$ cat config.mk
export PLATFORM = sky130hd
export DESIGN_NAME = line_drawer_pipe_flat
export DESIGN_NICKNAME = d
export VERILOG_FILES = /design/src/rtl/line_pkg.sv /design/src/rtl/line_drawer_pipe_if.sv /design/src/rtl/line_setup_calc.sv /design/src/rtl/line_drawer_pipe.sv /design/src/flat_wrapper.sv
export SDC_FILE = /design/constraint.sdc
export NUM_CORES = 1
export LEC_CHECK = 0
export CAP_MARGIN = 20
export CORE_AREA = 2 2 124 126
export DETAILED_ROUTE_END_ITERATION = 6
export DIE_AREA = 0 0 126 128
export GPL_ROUTABILITY_DRIVEN = 0
export HOLD_SLACK_MARGIN = 0.03
export PLACE_DENSITY = 0.85
export SLEW_MARGIN = 20
export SYNTH_ARGS = -nofsm -noshare
export SYNTH_HDL_FRONTEND = slang
export SYNTH_SLANG_ARGS = --single-unit
$ cat constraint.sdc
create_clock -name clk -period 12.5 [get_ports clk]
set_input_delay 2.5 -clock clk [delete_from_list [all_inputs] [get_ports clk]]
set_output_delay 2.5 -clock clk [all_outputs]
set_load 0.05 [all_outputs]
$ cat src/rtl/line_pkg.sv
// Shared types and constants for the line engine and its future siblings.
package line_pkg;

    // Default coordinate width; modules carry their own CW parameter.
    localparam int unsigned CW_DEFAULT = 11;

    // Extra bit on the error term so it can go negative without overflow.
    localparam int unsigned ERR_EXT = 1;

    typedef logic [CW_DEFAULT-1:0] coord_t;

    typedef enum logic [1:0] {
        IDLE  = 2'd0,
        SETUP = 2'd1,
        DRAW  = 2'd2,
        FIN   = 2'd3
    } state_e;

endpackage

$ cat src/rtl/line_drawer_pipe_if.sv
// Command-in / pixel-out stream bundle for the line engine.
interface line_drawer_pipe_if #(
    parameter int unsigned CW = 11
);
    logic          cmd_valid;
    logic          cmd_ready;
    logic [CW-1:0] x0;
    logic [CW-1:0] y0;
    logic [CW-1:0] x1;
    logic [CW-1:0] y1;
    logic          abort;
    logic          pix_valid;
    logic          pix_ready;
    logic [CW-1:0] pix_x;
    logic [CW-1:0] pix_y;
    logic          pix_last;
    logic          busy;
    logic          done;

    // Command source / pixel sink side.
    modport master (
        output cmd_valid, x0, y0, x1, y1, abort, pix_ready,
        input  cmd_ready, pix_valid, pix_x, pix_y, pix_last, busy, done
    );

    // Engine side.
    modport slave (
        input  cmd_valid, x0, y0, x1, y1, abort, pix_ready,
        output cmd_ready, pix_valid, pix_x, pix_y, pix_last, busy, done
    );
endinterface

$ cat src/rtl/line_setup_calc.sv
// Combinational Bresenham setup: deltas, step directions, major/minor split.
module line_setup_calc
    import line_pkg::*;
#(
    parameter int unsigned CW = 11
) (
    input  logic [CW-1:0]                  x0_i,
    input  logic [CW-1:0]                  y0_i,
    input  logic [CW-1:0]                  x1_i,
    input  logic [CW-1:0]                  y1_i,
    output logic [CW-1:0]                  dx_o,
    output logic [CW-1:0]                  dy_o,
    output logic                           sx_neg_o,
    output logic                           sy_neg_o,
    output logic                           steep_o,
    output logic [CW-1:0]                  len_o,
    output logic [CW-1:0]                  minor_o,
    output logic signed [CW+ERR_EXT-1:0]   err_init_o
);

    // Absolute deltas with a sign flag per axis, then pick the major axis.
    always_comb begin
        sx_neg_o   = (x1_i < x0_i);
        sy_neg_o   = (y1_i < y0_i);
        dx_o       = sx_neg_o ? (x0_i - x1_i) : (x1_i - x0_i);
        dy_o       = sy_neg_o ? (y0_i - y1_i) : (y1_i - y0_i);
        steep_o    = (dy_o > dx_o);
        len_o      = steep_o ? dy_o : dx_o;
        minor_o    = steep_o ? dx_o : dy_o;
        err_init_o = signed'({{ERR_EXT{1'b0}}, len_o >> 1});
    end

endmodule

$ cat src/rtl/line_drawer_pipe.sv
// Eight-octant Bresenham line engine, one pixel per cycle on a valid/ready stream.
module line_drawer_pipe
    import line_pkg::*;
#(
    parameter int unsigned CW        = 11,
    parameter bit          HOLD_LAST = 1'b1
) (
    input logic               clk,
    input logic               reset,
    line_drawer_pipe_if.slave bus
);

    localparam int unsigned   EW       = CW + ERR_EXT;
    localparam logic [CW-1:0] CoordOne = CW'(1);

    state_e                state_q, state_d;
    logic [CW-1:0]         x0_q, x0_d, y0_q, y0_d, x1_q, x1_d, y1_q, y1_d;
    logic [CW-1:0]         cur_x_q, cur_x_d, cur_y_q, cur_y_d;
    logic [CW-1:0]         rem_q, rem_d, len_q, len_d, minor_q, minor_d;
    logic signed [EW-1:0]  err_q, err_d;
    logic                  steep_q, steep_d, sx_neg_q, sx_neg_d, sy_neg_q, sy_neg_d;

    logic [CW-1:0]         calc_dx, calc_dy, calc_len, calc_minor;
    logic                  calc_sx_neg, calc_sy_neg, calc_steep;
    logic signed [EW-1:0]  calc_err;

    logic signed [EW-1:0]  err_t, len_s, minor_s;
    logic [CW-1:0]         step_x, step_y;

    line_setup_calc #(
        .CW (CW)
    ) u_setup (
        .x0_i       (x0_q),
        .y0_i       (y0_q),
        .x1_i       (x1_q),
        .y1_i       (y1_q),
        .dx_o       (calc_dx),
        .dy_o       (calc_dy),
        .sx_neg_o   (calc_sx_neg),
        .sy_neg_o   (calc_sy_neg),
        .steep_o    (calc_steep),
        .len_o      (calc_len),
        .minor_o    (calc_minor),
        .err_init_o (calc_err)
    );

    // Error update and unit steps along each axis for the current pixel.
    always_comb begin
        len_s   = signed'({{ERR_EXT{1'b0}}, len_q});
        minor_s = signed'({{ERR_EXT{1'b0}}, minor_q});
        err_t   = err_q - minor_s;
        step_x  = sx_neg_q ? (cur_x_q - CoordOne) : (cur_x_q + CoordOne);
        step_y  = sy_neg_q ? (cur_y_q - CoordOne) : (cur_y_q + CoordOne);
    end

    // Next-state: command latch, setup load, stepping, abort and completion.
    always_comb begin
        state_d  = state_q;
        x0_d     = x0_q;
        y0_d     = y0_q;
        x1_d     = x1_q;
        y1_d     = y1_q;
        cur_x_d  = cur_x_q;
        cur_y_d  = cur_y_q;
        rem_d    = rem_q;
        len_d    = len_q;
        minor_d  = minor_q;
        err_d    = err_q;
        steep_d  = steep_q;
        sx_neg_d = sx_neg_q;
        sy_neg_d = sy_neg_q;
        unique case (state_q)
            IDLE: begin
                // abort is meaningless here; a coincident command still wins.
                if (bus.cmd_valid) begin
                    x0_d    = bus.x0;
                    y0_d    = bus.y0;
                    x1_d    = bus.x1;
                    y1_d    = bus.y1;
                    state_d = SETUP;
                end
            end
            SETUP: begin
                if (bus.abort) begin
                    state_d = FIN;
                end else begin
                    len_d    = calc_len;
                    minor_d  = calc_minor;
                    err_d    = calc_err;
                    rem_d    = calc_len;
                    steep_d  = calc_steep;
                    sx_neg_d = calc_sx_neg;
                    sy_neg_d = calc_sy_neg;
                    cur_x_d  = x0_q;
                    cur_y_d  = y0_q;
                    state_d  = DRAW;
                end
            end
            DRAW: begin
                // Abort drops the pixel on offer even if the sink takes it.
                if (bus.abort) begin
                    state_d = FIN;
                end else if (bus.pix_ready) begin
                    if (rem_q == '0) begin
                        state_d = FIN;
                    end else begin
                        if (steep_q) begin
                            cur_y_d = step_y;
                        end else begin
                            cur_x_d = step_x;
                        end
                        if (err_t < 0) begin
                            if (steep_q) begin
                                cur_x_d = step_x;
                            end else begin
                                cur_y_d = step_y;
                            end
                            err_d = err_t + len_s;
                        end else begin
                            err_d = err_t;
                        end
                        rem_d = rem_q - CoordOne;
                    end
                end
            end
            FIN: begin
                state_d = IDLE;
            end
            default: begin
                state_d = IDLE;
            end
        endcase
    end

    // State registers with synchronous active-low reset.
    always_ff @(posedge clk) begin
        if (!reset) begin
            state_q  <= IDLE;
            x0_q     <= '0;
            y0_q     <= '0;
            x1_q     <= '0;
            y1_q     <= '0;
            cur_x_q  <= '0;
            cur_y_q  <= '0;
            rem_q    <= '0;
            len_q    <= '0;
            minor_q  <= '0;
            err_q    <= '0;
            steep_q  <= 1'b0;
            sx_neg_q <= 1'b0;
            sy_neg_q <= 1'b0;
        end else begin
            state_q  <= state_d;
            x0_q     <= x0_d;
            y0_q     <= y0_d;
            x1_q     <= x1_d;
            y1_q     <= y1_d;
            cur_x_q  <= cur_x_d;
            cur_y_q  <= cur_y_d;
            rem_q    <= rem_d;
            len_q    <= len_d;
            minor_q  <= minor_d;
            err_q    <= err_d;
            steep_q  <= steep_d;
            sx_neg_q <= sx_neg_d;
            sy_neg_q <= sy_neg_d;
        end
    end

    // Outputs decode straight from state so done and pix_valid never overlap.
    always_comb begin
        bus.cmd_ready = (state_q == IDLE);
        bus.pix_valid = (state_q == DRAW);
        bus.pix_last  = HOLD_LAST && (state_q == DRAW) && (rem_q == '0);
        bus.busy      = (state_q != IDLE);
        bus.done      = (state_q == FIN);
        bus.pix_x     = cur_x_q;
        bus.pix_y     = cur_y_q;
    end

    // The major/minor split handed over by the setup block must match its deltas.
    always_ff @(posedge clk) begin
        if (reset && state_q == SETUP) begin
            assert (calc_len == (calc_steep ? calc_dy : calc_dx) &&
                    calc_minor == (calc_steep ? calc_dx : calc_dy));
        end
    end

endmodule

$ cat src/flat_wrapper.sv
// flat-port wrapper written by rule: the top's interface ports become plain ports
module line_drawer_pipe_flat import line_pkg::*;
#(
    parameter int unsigned CW        = 11,
    parameter bit          HOLD_LAST = 1'b1
)
  (clk, reset, bus_cmd_valid, bus_x0, bus_y0, bus_x1, bus_y1, bus_abort, bus_pix_ready, bus_cmd_ready, bus_pix_valid, bus_pix_x, bus_pix_y, bus_pix_last, bus_busy, bus_done);
  line_drawer_pipe_if #(.CW(CW)) bus_i ();
  input logic clk;
  input logic reset;
  input wire logic [$bits(bus_i.cmd_valid)-1:0] bus_cmd_valid;
  input wire logic [$bits(bus_i.x0)-1:0] bus_x0;
  input wire logic [$bits(bus_i.y0)-1:0] bus_y0;
  input wire logic [$bits(bus_i.x1)-1:0] bus_x1;
  input wire logic [$bits(bus_i.y1)-1:0] bus_y1;
  input wire logic [$bits(bus_i.abort)-1:0] bus_abort;
  input wire logic [$bits(bus_i.pix_ready)-1:0] bus_pix_ready;
  output wire logic [$bits(bus_i.cmd_ready)-1:0] bus_cmd_ready;
  output wire logic [$bits(bus_i.pix_valid)-1:0] bus_pix_valid;
  output wire logic [$bits(bus_i.pix_x)-1:0] bus_pix_x;
  output wire logic [$bits(bus_i.pix_y)-1:0] bus_pix_y;
  output wire logic [$bits(bus_i.pix_last)-1:0] bus_pix_last;
  output wire logic [$bits(bus_i.busy)-1:0] bus_busy;
  output wire logic [$bits(bus_i.done)-1:0] bus_done;
  assign bus_i.cmd_valid = bus_cmd_valid;
  assign bus_i.x0 = bus_x0;
  assign bus_i.y0 = bus_y0;
  assign bus_i.x1 = bus_x1;
  assign bus_i.y1 = bus_y1;
  assign bus_i.abort = bus_abort;
  assign bus_i.pix_ready = bus_pix_ready;
  assign bus_cmd_ready = bus_i.cmd_ready;
  assign bus_pix_valid = bus_i.pix_valid;
  assign bus_pix_x = bus_i.pix_x;
  assign bus_pix_y = bus_i.pix_y;
  assign bus_pix_last = bus_i.pix_last;
  assign bus_busy = bus_i.busy;
  assign bus_done = bus_i.done;
  line_drawer_pipe #(.CW(CW), .HOLD_LAST(HOLD_LAST)) u_core (.clk(clk), .reset(reset), .bus(bus_i));
endmodule
==> out/results.txt, run 1 <==
The synthesized design contains 116 register bits. TritonCTS built the clock tree. The share of async-settable or async-resettable flops after synthesis came out at 0.

The floorplan step set the die height to 128 µm. Synthesis handed over a netlist of 1,184 instances. The number of nets in the synthesized netlist is 1,343, and the number of CTS-inserted buffers is 17. The tools report the number of gates resized after cts as 0. At the later pin of the worst-skew pair, clock insertion delay measures 0.42 ns.

The top fanout value on the critical path was 4; the deepest clock path buffer count was 2. The cell row count is 45, and the clock transition at the register clock pins on the worst setup and hold paths after CTS is 0.06 ns. STA classifies the critical path startpoint as a flip-flop. After detailed placement, the design holds a cell count of 1,401.

76 I/O pins were placed. The tree is rooted in a sky130_fd_sc_hd__clkbuf_16. The number of global-route vias before repair is 8,422.

The area fraction in compound gates after synthesis works out to 0.248. Area added between synthesis and finish: 15.5%. The number of nets at the end of the flow was 1,391; the slew at the pin closest to its max-slew limit was 0.986 ns. The tools report the hold buffer count at cts as 0. The portion of the post-synthesis area used by sequential elements is 0.252. Entering global routing, the biggest net connects 64 pins.

Setup violations remaining at the end of the flow were counted as 0. Based on the critical path, the design can be clocked at up to 0.173 GHz. The logs give 0 for the diode insertion count for antenna repair and 4 for the H-tree depth reported by CTS.

The leading register cell type out of synthesis is sky130_fd_sc_hd__dfxtp_1. The initial antenna violation count came out at 0. Clock tree synthesis found a total of 116 sinks. The critical path data arrival time is 3.28 ns, and the port buffer count is 75.

The xor/xnor share of the synthesized area was 0.0465; the synthesis warning total was 0. Across the routed clock network, the largest skew measured is 0.00996 ns. The first-pass GRT wire length was 42.2 mm. Setup repair after global routing left no endpoint under its margin. The synthesized netlist contains 78 unique library cells. The ratio of cells with drive above 1 in the final layout came out at 0.0586.

The total cell area at the placement stage is 10,000 µm², and the routed length on met2 is 12.1 mm. The arithmetic-cell share of the synthesized area counting full adders, half adders and majority gates was 0.156. For the final routed database, the setup TNS stands at 0 ns.

The pre-antenna-repair detailed-routing pass consisted of 7 iterations. Aggregate global routing overflow: 0. For this block, wires on met1 add up to 10.9 mm. Dividing the detail-routed wire length by the instance count gives 18.2 µm.

The filler cells instantiated in the layout total 1,174. For the final number of max-transition violations, the log shows 0. By area, the combinational part of the netlist is dominated by compound AO/OA/AOI/OAI gates. The flow ran to the end, but the final reports show violations.

Summing every instance area after synthesis gives 9230 µm². The worst hold path class is flip-flop to flip-flop. The global-route usage over all layers came out at 0.325. The core region is 14,900 µm². From left edge to right edge, the die measures 126 µm. For this run, design rule violations remaining after detail routing come to 9. The top metal layer carrying routed signals is met4.

The final reports fail on design-rule violations. The shortest period the worst path allows came out at 5.78 ns. The tools report the count of endpoints failing hold in the final timing report as 0. The total routed wirelength is 26.1 mm. The multiplexer fraction of the synthesized cell area is 0.0546, and the number of antenna-violating nets in the routed design is 0.

Max-cap violations in this run came to 0. The run gives 0.717 as the post-route core utilization. Detailed routing placed a total of 2.06 mm of wire on met3. The count of flip-flops with a built-in enable after synthesis is 0.

The worst slew margin relative to its limit was 0.342; the per-cell via count in the routed design was 6.30. The count of cells in the finished layout, fillers not included, comes to 1,433. Endpoint kind of the worst setup timing path: an output port. For this block, the via count after detailed routing is 9,034. Initial standard-cell utilization of the core: 0.621. For this block, the initial DRC count from the detailed router was 976. Dividing the synthesized area by the synthesized cell count gives 7.79 µm². The post-synthesis simple-gate area fraction was 0.172.

The share of the clock period used by the worst path after layout came out at 0.463. STA puts the critical path data required time at 10.00 ns. The tools report the full die area as 16,100 µm². Cell area after layout: 10,700 µm². The setup path with the least slack is of type flip-flop to output port.

The half-perimeter wire length after placement came out at 19.1 mm. Buffers added to address setup during post-CTS repair amount to 0.
## cells in the final DEF (no fill, tap or decap), types with 18 or more instances in the layout
cell type                         count
sky130_fd_sc_hd__dfxtp_1            116
sky130_fd_sc_hd__nand2_1            148
sky130_fd_sc_hd__clkdlybuf4s50_1     74
sky130_fd_sc_hd__inv_1              106
sky130_fd_sc_hd__ha_1               102
sky130_fd_sc_hd__xnor2_1             39
sky130_fd_sc_hd__nor3_1              21
sky130_fd_sc_hd__a21o_1              18
sky130_fd_sc_hd__nor2_1              64
sky130_fd_sc_hd__mux2i_1             34
sky130_fd_sc_hd__o21ai_0             56
sky130_fd_sc_hd__nand3_1             37
sky130_fd_sc_hd__a21oi_1            119
## sequential cells by signal, summed over array words and instances (netlist names)
signal and cells:
u_core.rem_q 11, u_core.minor_q 11, u_core.y0_q 11, u_core.err_q 12
u_core.bus.pix_x 11, u_core.sx_neg_q 1, u_core.bus.pix_y 11, u_core.y1_q 11
u_core.sy_neg_q 1, u_core.len_q 11, u_core.x1_q 11, u_core.state_q 2
u_core.x0_q 11, u_core.steep_q 1
## per-layer routing
layer,vias up,track usage
met4,0,0.146
met1,4254,0.419
met2,398,0.533
li1,4300,-
met3,82,0.0576
met5,-,0
## cell usage after synthesis (7+ instances only)
| cell type | count | share of area |
|---|---|---|
| sky130_fd_sc_hd__o22ai_1 | 8 | 0.0054 |
| sky130_fd_sc_hd__a211oi_1 | 12 | 0.0098 |
| sky130_fd_sc_hd__clkbuf_1 | 46 | 0.019 |
| sky130_fd_sc_hd__nor2b_1 | 17 | 0.012 |
| sky130_fd_sc_hd__a21oi_1 | 119 | 0.065 |
| sky130_fd_sc_hd__or3_1 | 7 | 0.0047 |
| sky130_fd_sc_hd__a221oi_1 | 9 | 0.0085 |
| sky130_fd_sc_hd__o211ai_1 | 7 | 0.0057 |
| sky130_fd_sc_hd__fa_1 | 8 | 0.017 |
| sky130_fd_sc_hd__mux2_2 | 8 | 0.0098 |
| sky130_fd_sc_hd__o41ai_1 | 7 | 0.0066 |
| sky130_fd_sc_hd__xor2_1 | 10 | 0.0095 |
| sky130_fd_sc_hd__and3_1 | 9 | 0.0061 |
| sky130_fd_sc_hd__nor2_1 | 64 | 0.026 |
| sky130_fd_sc_hd__ha_1 | 102 | 0.14 |
| sky130_fd_sc_hd__nor4_1 | 7 | 0.0047 |
| sky130_fd_sc_hd__nor3_1 | 21 | 0.011 |
| sky130_fd_sc_hd__a31oi_1 | 17 | 0.012 |
| sky130_fd_sc_hd__o21bai_1 | 15 | 0.012 |
| sky130_fd_sc_hd__dfxtp_1 | 116 | 0.25 |
| sky130_fd_sc_hd__o21a_1 | 11 | 0.0089 |
| sky130_fd_sc_hd__nand3_1 | 37 | 0.020 |
| sky130_fd_sc_hd__a22oi_1 | 9 | 0.0073 |
| sky130_fd_sc_hd__nand2_1 | 148 | 0.060 |
| sky130_fd_sc_hd__nand2b_1 | 10 | 0.0068 |
| sky130_fd_sc_hd__mux2i_1 | 34 | 0.037 |
| sky130_fd_sc_hd__a21o_1 | 18 | 0.015 |
| sky130_fd_sc_hd__xnor2_1 | 39 | 0.037 |
| sky130_fd_sc_hd__buf_2 | 8 | 0.0043 |
| sky130_fd_sc_hd__inv_1 | 106 | 0.043 |
| sky130_fd_sc_hd__o21ai_0 | 56 | 0.030 |
| sky130_fd_sc_hd__o21ai_1 | 9 | 0.0049 |
## worst max-delay path, cell delays in order (launching register included)
cell	delay, ns
sky130_fd_sc_hd__dfxtp_1	0.33
sky130_fd_sc_hd__inv_1	0.07
sky130_fd_sc_hd__ha_1	0.17
sky130_fd_sc_hd__or4b_1	0.48
sky130_fd_sc_hd__or2_2	0.31
sky130_fd_sc_hd__nand2b_1	0.18
sky130_fd_sc_hd__nor4_1	0.34
sky130_fd_sc_hd__and2_1	0.20
sky130_fd_sc_hd__clkdlybuf4s50_1	0.80
## final timing paths
| check | startpoint | endpoint | slack (ns) | cells past startpoint |
|---|---|---|---|---|
| worst min register to register | u_core.minor_q[0]$_SDFFE_PN0P_ | u_core.minor_q[0]$_SDFFE_PN0P_ | 0.47 | 2 |
| worst min-delay path | u_core.minor_q[0]$_SDFFE_PN0P_ | u_core.minor_q[0]$_SDFFE_PN0P_ | 0.47 | 2 |
| worst max-delay path | u_core.rem_q[0]$_SDFFE_PN0P_ | bus_pix_last | 6.72 | 8 |
| worst max register to register | u_core.y0_q[8]$_SDFFE_PN0P_ | u_core.rem_q[0]$_SDFFE_PN0P_ | 7.19 | 18 |
## cell type report
class | count | area (µm²) | area share
inverters | 108 | 405 | 0.0380
repair buffers | 87 | 836 | 0.0784
multi-input cells | 902 | 6250 | 0.587
well taps | 188 | 235 | 0.0221
clock buffers | 17 | 425 | 0.0399
clock inverters | 15 | 180 | 0.0169
flip-flops and latches | 116 | 2320 | 0.218
## through the flow
stage                     setup slack (ns)  hold WS (ns)
after floorplan                       7.74         0.432
after global placement                7.12         0.447
after detailed placement              6.97         0.452
after CTS                             6.70         0.464
after global routing                  6.59         0.487
final                                 6.72         0.465
## cell families after synthesis
logic type / Yosys count
AOI/OAI and AO/OA: 350
xor gates and xnor gates: 49
adders and majority gates: 110
buffers and inverters: 166
DFF: 116
muxes: 48
and+or+nand+nor: 345
Power of run 1 is not shown: default switching activity piles up to over one toggle a cycle in this logic, so the estimate is an artifact.
==> run 2, diff against run 1 <==
--- a/config.mk
+++ b/config.mk
@@ -6,12 +6,12 @@
 export NUM_CORES = 1
 export LEC_CHECK = 0
 export CAP_MARGIN = 20
-export CORE_AREA = 2 2 124 126
+export CORE_AREA = 2 2 128 130
 export DETAILED_ROUTE_END_ITERATION = 6
-export DIE_AREA = 0 0 126 128
+export DIE_AREA = 0 0 130 132
 export GPL_ROUTABILITY_DRIVEN = 0
 export HOLD_SLACK_MARGIN = 0.03
-export PLACE_DENSITY = 0.85
+export PLACE_DENSITY = 0.8
 export SLEW_MARGIN = 20
 export SYNTH_ARGS = -nofsm -noshare
 export SYNTH_HDL_FRONTEND = slang
==> constraint.sdc (replaced) <==
create_clock -name clk -period 5.5 [get_ports clk]
set_input_delay 1.1 -clock clk [delete_from_list [all_inputs] [get_ports clk]]
set_output_delay 1.1 -clock clk [all_outputs]
set_load 0.05 [all_outputs]
==> run 2 against run 1 <==
  * The flow now finishes without violations
  * Wire length down 0.54%
  * Largest cell class unchanged
  * Sequential cell count unchanged
  * Global-route usage down 1.6 points
  * Worst setup slack got worse by 6.3 ns
  * Clock-buffer cell count stayed put
  * Clock skew is essentially flat
  * Critical path depth up 11
  * Utilization shrank 2.9 points
  * Final area is 1.4% higher
  * Sequential share of layout area decreased by 0.30 points
  * First-iteration DRC count is 24% lower
  * Hold slack lost 0.0084 ns
==> out/results.txt, run 2 (same netlist as run 1, synthesis figures left out) <==
The flow ran to the end, and the final reports show no timing, DRC or antenna violations. The run gives 0.266 (was 0.342) as the worst slew margin relative to its limit. The tools report the aggregate global routing overflow as 0 (unchanged). The largest net degree at the start of global routing came out at 45 (was 64). The overall via count from detail_route is 8,897 (was 9,034), and the number of remaining DRC errors is 0 (was 9). The die outline width came out at 130 µm (was 126 µm). Top library cells by usage in the layout, fill and taps aside: sky130_fd_sc_hd__nand2_1 (148), sky130_fd_sc_hd__a21oi_1 (119), sky130_fd_sc_hd__dfxtp_1 (116) (unchanged). The I/O pin total was 76 (unchanged); the clock transition at the register clock pins on the worst setup and hold paths after CTS was 0.06 ns (about the same). Reported max-cap violation count: 0 (unchanged).

Setup repair after global routing left no endpoint under its margin. The core region area came out at 15,700 µm² (was 14,900 µm²). The worst setup skew after layout was 0.00998 ns (was 0.00996 ns); the per-cell via count in the routed design was 6.03 (was 6.30). Slew at the pin closest to its max-slew limit: 1.10 ns (was 0.986 ns).

Static timing analysis puts the maximum clock frequency at 0.197 GHz. The initial antenna violation count was 0 (unchanged). The clock net sink count is 116 (unchanged). The clock latency of the later-clocked register in the worst-skew pair is 0.43 ns (was 0.42 ns), and the top fanout value on the critical path is 8 (was 4).

The diode insertion count for antenna repair is 0 (unchanged), and the total of fill cells in the finished design is 1,320 (was 1,174). Sequential standard cell area: 2320 µm² (unchanged). The register name with the most flops is u_core.err_q (unchanged). The most common library cell in the layout ignoring fill and taps is sky130_fd_sc_hd__nand2_1 (unchanged). The total negative slack for setup checks was 0 ns (unchanged).

The tools report the number of antenna-violating nets in the routed design as 0 (unchanged). The share of the clock period used by the worst path after layout is 0.925, and the number of CTS-inserted buffers is 17 (unchanged). The first-pass GRT wire length came out at 42.0 mm (was 42.2 mm). For the number of nets at the end of the flow, the log shows 1,405 (was 1,391).

Area taken by multi-input logic gates: 6260 µm² (was 6250 µm²). The area added between synthesis and finish is 17.1% (was 15.5%), and the deepest clock path buffer count is 2 (unchanged). The routed wirelength normalized by instance count was 17.6 µm (was 18.2 µm); the cell row count was 46 (was 45). The ratio of cells with drive above 1 in the final layout is 0.0691 (was 0.0586), and the half-perimeter wire length after placement is 19.6 mm (was 19.1 mm). The number of setup violations in the final report was 0 (unchanged); the hold buffer count at cts was 0 (unchanged). For the final number of max-transition violations, the log shows 0 (unchanged). Full die area: 17,200 µm² (was 16,100 µm²). Subtracting the final worst setup slack from the clock period gives 5.09 ns. TritonCTS built the clock tree. The type of the worst setup path is flip-flop to flip-flop (was flip-flop to output port). The number of global-route vias before repair was 8,403 (was 8,422). The startpoint type of the worst setup path was a flip-flop (unchanged).

The port buffer count is 75 (unchanged). The worst hold path class is flip-flop to flip-flop (unchanged). The count of endpoints failing hold in the final timing report is 0 (unchanged). The critical path data arrival time was 5.40 ns (was 3.28 ns); the H-tree depth reported by CTS was 4 (unchanged). Clock root buffer: sky130_fd_sc_hd__clkbuf_16 (unchanged).

The worst endpoint required time is 5.81 ns (was 10.00 ns), and the overall die height is 132 µm (was 128 µm). The logs give 26.0 mm (was 26.1 mm) for the total routed wirelength and 0.587 (was 0.621) for the initial standard-cell utilization of the core. The endpoint kind of the worst setup timing path is a flip-flop (was an output port). Detailed router's first-iteration violation count: 742 (was 976). The logs give 0.41 ns (was 7.19 ns) for the flop-to-flop setup slack and 0.308 (was 0.325) for the global-route usage over all layers.

The flip-flop count of the largest register after layout was 12 (unchanged). The iteration count of the initial detailed-routing pass was 5 (was 7).
-- run 2: cell types whose count changed in the layout (fill, tap and decap cells not counted), sizes merged --
cell	before	now
buf	13	27
clkinv	7	9
clkinvlp	3	2
inv	110	109
-- run 2: worst paths after layout --
path                                                     start  cells after the start                             end
worst max-delay path               u_core.x0_q[5]$_SDFFE_PN0P_                     19    u_core.err_q[9]$_SDFFE_PN0P_
worst min-delay path            u_core.minor_q[1]$_SDFFE_PN0P_                      2  u_core.minor_q[1]$_SDFFE_PN0P_
worst max register to register     u_core.x0_q[5]$_SDFFE_PN0P_                     19    u_core.err_q[9]$_SDFFE_PN0P_
worst min register to register  u_core.minor_q[1]$_SDFFE_PN0P_                      2  u_core.minor_q[1]$_SDFFE_PN0P_
-- run 2: area by class of cell --
type	instances	share of cell area
clock buffers	17	0.0394
clock inverters	15	0.0168
inverters	108	0.0375
multi-input cells	902	0.579
flip-flops and latches	116	0.215
well taps	216	0.0250
repair buffers	101	0.0871
-- run 2: timing repair --
| item | CTS | global route |
|---|---|---|
| endpoints found under the hold margin | 0 | 0 |
| setup buffers | 0 | 2 |
| endpoints found under the setup margin | 0 | 26 |
| resized for setup | 0 | 1 |
-- run 2: worst max-delay path, cell delays in order (launching register included) --
cell and delay (ns):
sky130_fd_sc_hd__dfxtp_1 0.35, sky130_fd_sc_hd__inv_1 0.09, sky130_fd_sc_hd__ha_1 0.44, sky130_fd_sc_hd__and3_1 0.22
sky130_fd_sc_hd__a21boi_1 0.21, sky130_fd_sc_hd__o31ai_2 0.10, sky130_fd_sc_hd__a31oi_1 0.46, sky130_fd_sc_hd__buf_4 0.28
sky130_fd_sc_hd__mux2i_1 0.23, sky130_fd_sc_hd__xor2_1 0.47, sky130_fd_sc_hd__inv_1 0.10, sky130_fd_sc_hd__ha_1 0.29
sky130_fd_sc_hd__nand3_1 0.10, sky130_fd_sc_hd__a211oi_1 0.46, sky130_fd_sc_hd__nor2_1 0.25, sky130_fd_sc_hd__nand3_1 0.14
sky130_fd_sc_hd__mux2i_1 0.09, sky130_fd_sc_hd__a2111oi_0 0.41, sky130_fd_sc_hd__buf_4 0.21, sky130_fd_sc_hd__a21oi_1 0.07
-- run 2: per-layer routing --
layer | track usage | vias up | part of all wire
met5 | 0 | - | 0
met4 | 0.145 | 0 | 0.043
met3 | 0.0613 | 81 | 0.072
met2 | 0.489 | 352 | 0.45
met1 | 0.401 | 4145 | 0.43
li1 | - | 4319 | -
-- run 2: through the flow --
step / setup slack (ns) / cell area (µm²) / hold slack [ns] / util / cells
finish: 0.413 / 10800 / 0.457 / 0.688 / 1475
global route: 0.0213 / 10800 / 0.503 / 0.688 / 1475
CTS: 0.216 / 10800 / 0.463 / 0.686 / 1473
detailed placement: 0.281 / 10200 / 0.456 / 0.648 / 1441
global placement: 0.224 / 10200 / 0.444 / 0.647 / 1441
floorplan: 1.14 / 9230 / 0.432 / - / 1184
Power of run 2 is left out for the same reason.
==> run 3, diff against run 2 <==
--- a/config.mk
+++ b/config.mk
@@ -10,9 +10,9 @@
 export DETAILED_ROUTE_END_ITERATION = 6
 export DIE_AREA = 0 0 130 132
 export GPL_ROUTABILITY_DRIVEN = 0
-export HOLD_SLACK_MARGIN = 0.03
-export PLACE_DENSITY = 0.8
+export PLACE_DENSITY = 0.81
 export SLEW_MARGIN = 20
 export SYNTH_ARGS = -nofsm -noshare
 export SYNTH_HDL_FRONTEND = slang
+export SYNTH_HIERARCHICAL = 1
 export SYNTH_SLANG_ARGS = --single-unit
==> constraint.sdc (replaced) <==
create_clock -name clk -period 5.6 [get_ports clk]
set_input_delay 1.12 -clock clk [delete_from_list [all_inputs] [get_ports clk]]
set_output_delay 1.12 -clock clk [all_outputs]
set_load 0.05 [all_outputs]
==> run 3 against run 2 <==
  * Utilization is 0.94 points lower
  * Sequential share of layout area is 0.30 points higher
  * Final area is 1.4% lower
  * Global-route usage is 2.1 points lower
  * Hold slack worse by 0.0024 ns
  * Critical path type unchanged
  * Largest cell class unchanged
==> out/results.txt, run 3 <==
Clock root buffer: sky130_fd_sc_hd__clkbuf_16 (unchanged). The critical path data arrival time is 5.21 ns (was 5.40 ns), and the post-layout worst setup margin is 0.670 ns (was 0.413 ns). The type of the worst setup path is flip-flop to flip-flop (unchanged).

The tools report the initial antenna violation count as 0 (unchanged). The share of the clock period used by the worst path after layout works out to 0.880 (was 0.925). The total routed wirelength was 24.3 mm (was 26.0 mm).

The overall via count from detail_route was 8,762 (was 8,897); the post-synthesis instance area was 9320 µm² (was 9230 µm²). The worst slew margin relative to its limit was 0.254 (was 0.266). The maximum cell stage delay along the critical path works out to 0.43 ns (was 0.47 ns). The logs give 4 (unchanged) for the H-tree depth reported by CTS and 17.7 mm (was 19.6 mm) for the half-perimeter wire length after placement. The layer with the highest usage after global routing is met2 (unchanged).

The most common library cell in the layout ignoring fill and taps was sky130_fd_sc_hd__nand2_1 (unchanged). The iteration count of the initial detailed-routing pass is 5 (unchanged), and the reported max-cap violation count is 0 (unchanged). Endpoint kind of the worst setup timing path: a flip-flop (unchanged). Setup repair after global routing left no endpoint under its margin. The startpoint type of the worst setup path is a flip-flop (unchanged). The cell area after layout was 10,700 µm² (was 10,800 µm²). The number of remaining DRC errors was 0 (unchanged); the shortest period the worst path allows was 4.93 ns (was 5.09 ns). The tools report the initial standard-cell utilization of the core as 0.593 (was 0.587). The run gives 0 (unchanged) as the hold buffer count at cts. The tools report the met2 usage as 0.446 (was 0.489). Register name with the most flops: u_core/err_q (was u_core.err_q). The run gives 0 (unchanged) as the number of setup buffers added after CTS. For the sequential standard cell area, the log shows 2320 µm² (unchanged). The logs give 76 (unchanged) for the I/O pin total and 46 (unchanged) for the cell row count.

The ratio of cells with drive above 1 in the final layout was 0.0631 (was 0.0691); the die outline width was 130 µm (unchanged). The port buffer count was 75 (unchanged). The detailed router's first-iteration violation count is 733 (was 742), and the total negative slack for setup checks is 0 ns (unchanged). The slew at the pin closest to its max-slew limit was 1.11 ns (was 1.10 ns); the cell count of the worst reg-to-reg path was 21 (was 19). The maximum clock rate was 0.203 GHz (was 0.197 GHz); the first-pass GRT wire length was 39.9 mm (was 42.0 mm).

The run gives 17 (unchanged) as the number of CTS-inserted buffers. The number of setup violations in the final report is 0 (unchanged). The clock transition at the register clock pins on the worst setup and hold paths after CTS is 0.05 ns (was 0.06 ns). TritonCTS built the clock tree. For the worst-case setup slack after placement, the log shows 0.748 ns (was 0.281 ns).

The run gives 0.00788 ns (was 0.00998 ns) as the worst setup skew after layout. The top fanout value on the critical path came out at 21 (was 8). Overall die height: 132 µm (unchanged). The run finished with clean final reports. For the clock latency of the later-clocked register in the worst-skew pair, the log shows 0.42 ns (was 0.43 ns). The largest net degree at the start of global routing came out at 52 (was 45). The routed wirelength normalized by instance count works out to 16.4 µm (was 17.6 µm).

The tools report the diode insertion count for antenna repair as 0 (unchanged). The logs give 6 (was 0) for the synthesis warning total and 1,213 (was 1,184) for the number of instances in the synthesized netlist. Per-instance average area after synthesis: 7.68 µm² (was 7.79 µm²). The tools report the clock net sink count as 116 (unchanged). The tools report the worst endpoint required time as 5.88 ns (was 5.81 ns). The worst hold path class is flip-flop to flip-flop (unchanged). Global-route usage over all layers: 0.287 (was 0.308).

The per-cell via count in the routed design works out to 5.90 (was 6.03). The core region area is 15,700 µm² (unchanged), and the total cell area at the placement stage is 10,100 µm² (was 10,200 µm²). The number of gates resized after cts was 0 (unchanged).

The aggregate global routing overflow was 0 (unchanged). Top library cells by usage in the layout, fill and taps aside: sky130_fd_sc_hd__nand2_1 (194), sky130_fd_sc_hd__a21oi_1 (146), sky130_fd_sc_hd__dfxtp_1 (116) (was sky130_fd_sc_hd__nand2_1 (148), sky130_fd_sc_hd__a21oi_1 (119), sky130_fd_sc_hd__dfxtp_1 (116)). Worst-path cell with the longest stage delay: sky130_fd_sc_hd__dfxtp_1 (was sky130_fd_sc_hd__xor2_1). The met1 track utilization from global routing was 0.402 (was 0.401); the number of antenna-violating nets in the routed design was 0 (unchanged). The logs give 0 (unchanged) for the final number of max-transition violations and 1,299 (was 1,320) for the total of fill cells in the finished design.

The area taken by multi-input logic gates is 6310 µm² (was 6260 µm²). The number of global-route vias before repair came out at 8,171 (was 8,403). The logs give 0 (unchanged) for the count of endpoints failing hold in the final timing report and 1,416 (was 1,405) for the number of nets at the end of the flow.

The worst hold path depth came out at 2 (unchanged). Ordered cell list for the critical path: inv_1 > ha_1 > nand2b_1 > a211oi_2 > o21ai_1 > o21bai_1 > buf_4 > mux2i_1 > xor2_1 > inv_1 > ha_1 > o211ai_1 > a21oi_1 > o41ai_1 > o211ai_1 > o31a_1 > buf_4 > mux2_2 > and3_1 > a21oi_1 > o22ai_1 (was inv_1 > ha_1 > and3_1 > a21boi_1 > o31ai_2 > a31oi_1 > buf_4 > mux2i_1 > xor2_1 > inv_1 > ha_1 > nand3_1 > a211oi_1 > nor2_1 > nand3_1 > mux2i_1 > a2111oi_0 > buf_4 > a21oi_1). The flip-flop count of the largest register after layout was 12 (unchanged); the met3 track utilization from global routing was 0.0507 (was 0.0613). The deepest clock path buffer count is 2 (unchanged), and the full die area is 17,200 µm² (unchanged). The area added between synthesis and finish came out at 14.4% (was 17.1%).
run 3: stage by stage:
step	hold WS (ns)	util	instances
after floorplan	0.436	-	1214
after global placement	0.444	0.644	1453
after detailed placement	0.446	0.644	1453
after CTS	0.454	0.678	1484
after global routing	0.478	0.678	1484
final	0.454	0.678	1484
run 3: cell type report:
| cell class | instances | area share |
|---|---|---|
| Clock buffer | 26 | 0.0459 |
| Clock inverter | 5 | 0.00470 |
| Inverter | 97 | 0.0342 |
| Multi-Input combinational cell | 935 | 0.592 |
| Sequential cell | 116 | 0.218 |
| Tap cell | 216 | 0.0254 |
| Timing Repair Buffer | 89 | 0.0803 |
run 3: layer usage:
| layer | wire [µm] | vias to the layer above | part of all wire |
|---|---|---|---|
| met2 | 10900 | 370 | 0.45 |
| met5 | 0 | - | 0 |
| li1 | - | 4313 | - |
| met1 | 11000 | 4019 | 0.45 |
| met3 | 1700 | 60 | 0.070 |
| met4 | 747 | 0 | 0.031 |
run 3: final timing paths:
path         slack (ns)                            from                              to
min reg2reg        0.45  u_core/minor_q[2]$_SDFFE_PN0P_  u_core/minor_q[2]$_SDFFE_PN0P_
max reg2reg        0.67     u_core/y0_q[1]$_SDFFE_PN0P_    u_core/err_q[4]$_SDFFE_PN0P_
min                0.45  u_core/minor_q[2]$_SDFFE_PN0P_  u_core/minor_q[2]$_SDFFE_PN0P_
max                0.67     u_core/y0_q[1]$_SDFFE_PN0P_    u_core/err_q[4]$_SDFFE_PN0P_
run 3: worst max-delay path, delay by kind of cell (launching register included):
family	cells	cell delay [ns]
AOI/OAI and AO/OA	10	1.96
xor gates and xnor gates	1	0.26
adders and majority gates	2	0.63
buffers and inverters	4	0.69
DFF	1	0.43
muxes	2	0.55
and+or+nand+nor	2	0.28
Power of run 3 is left out for the same reason.
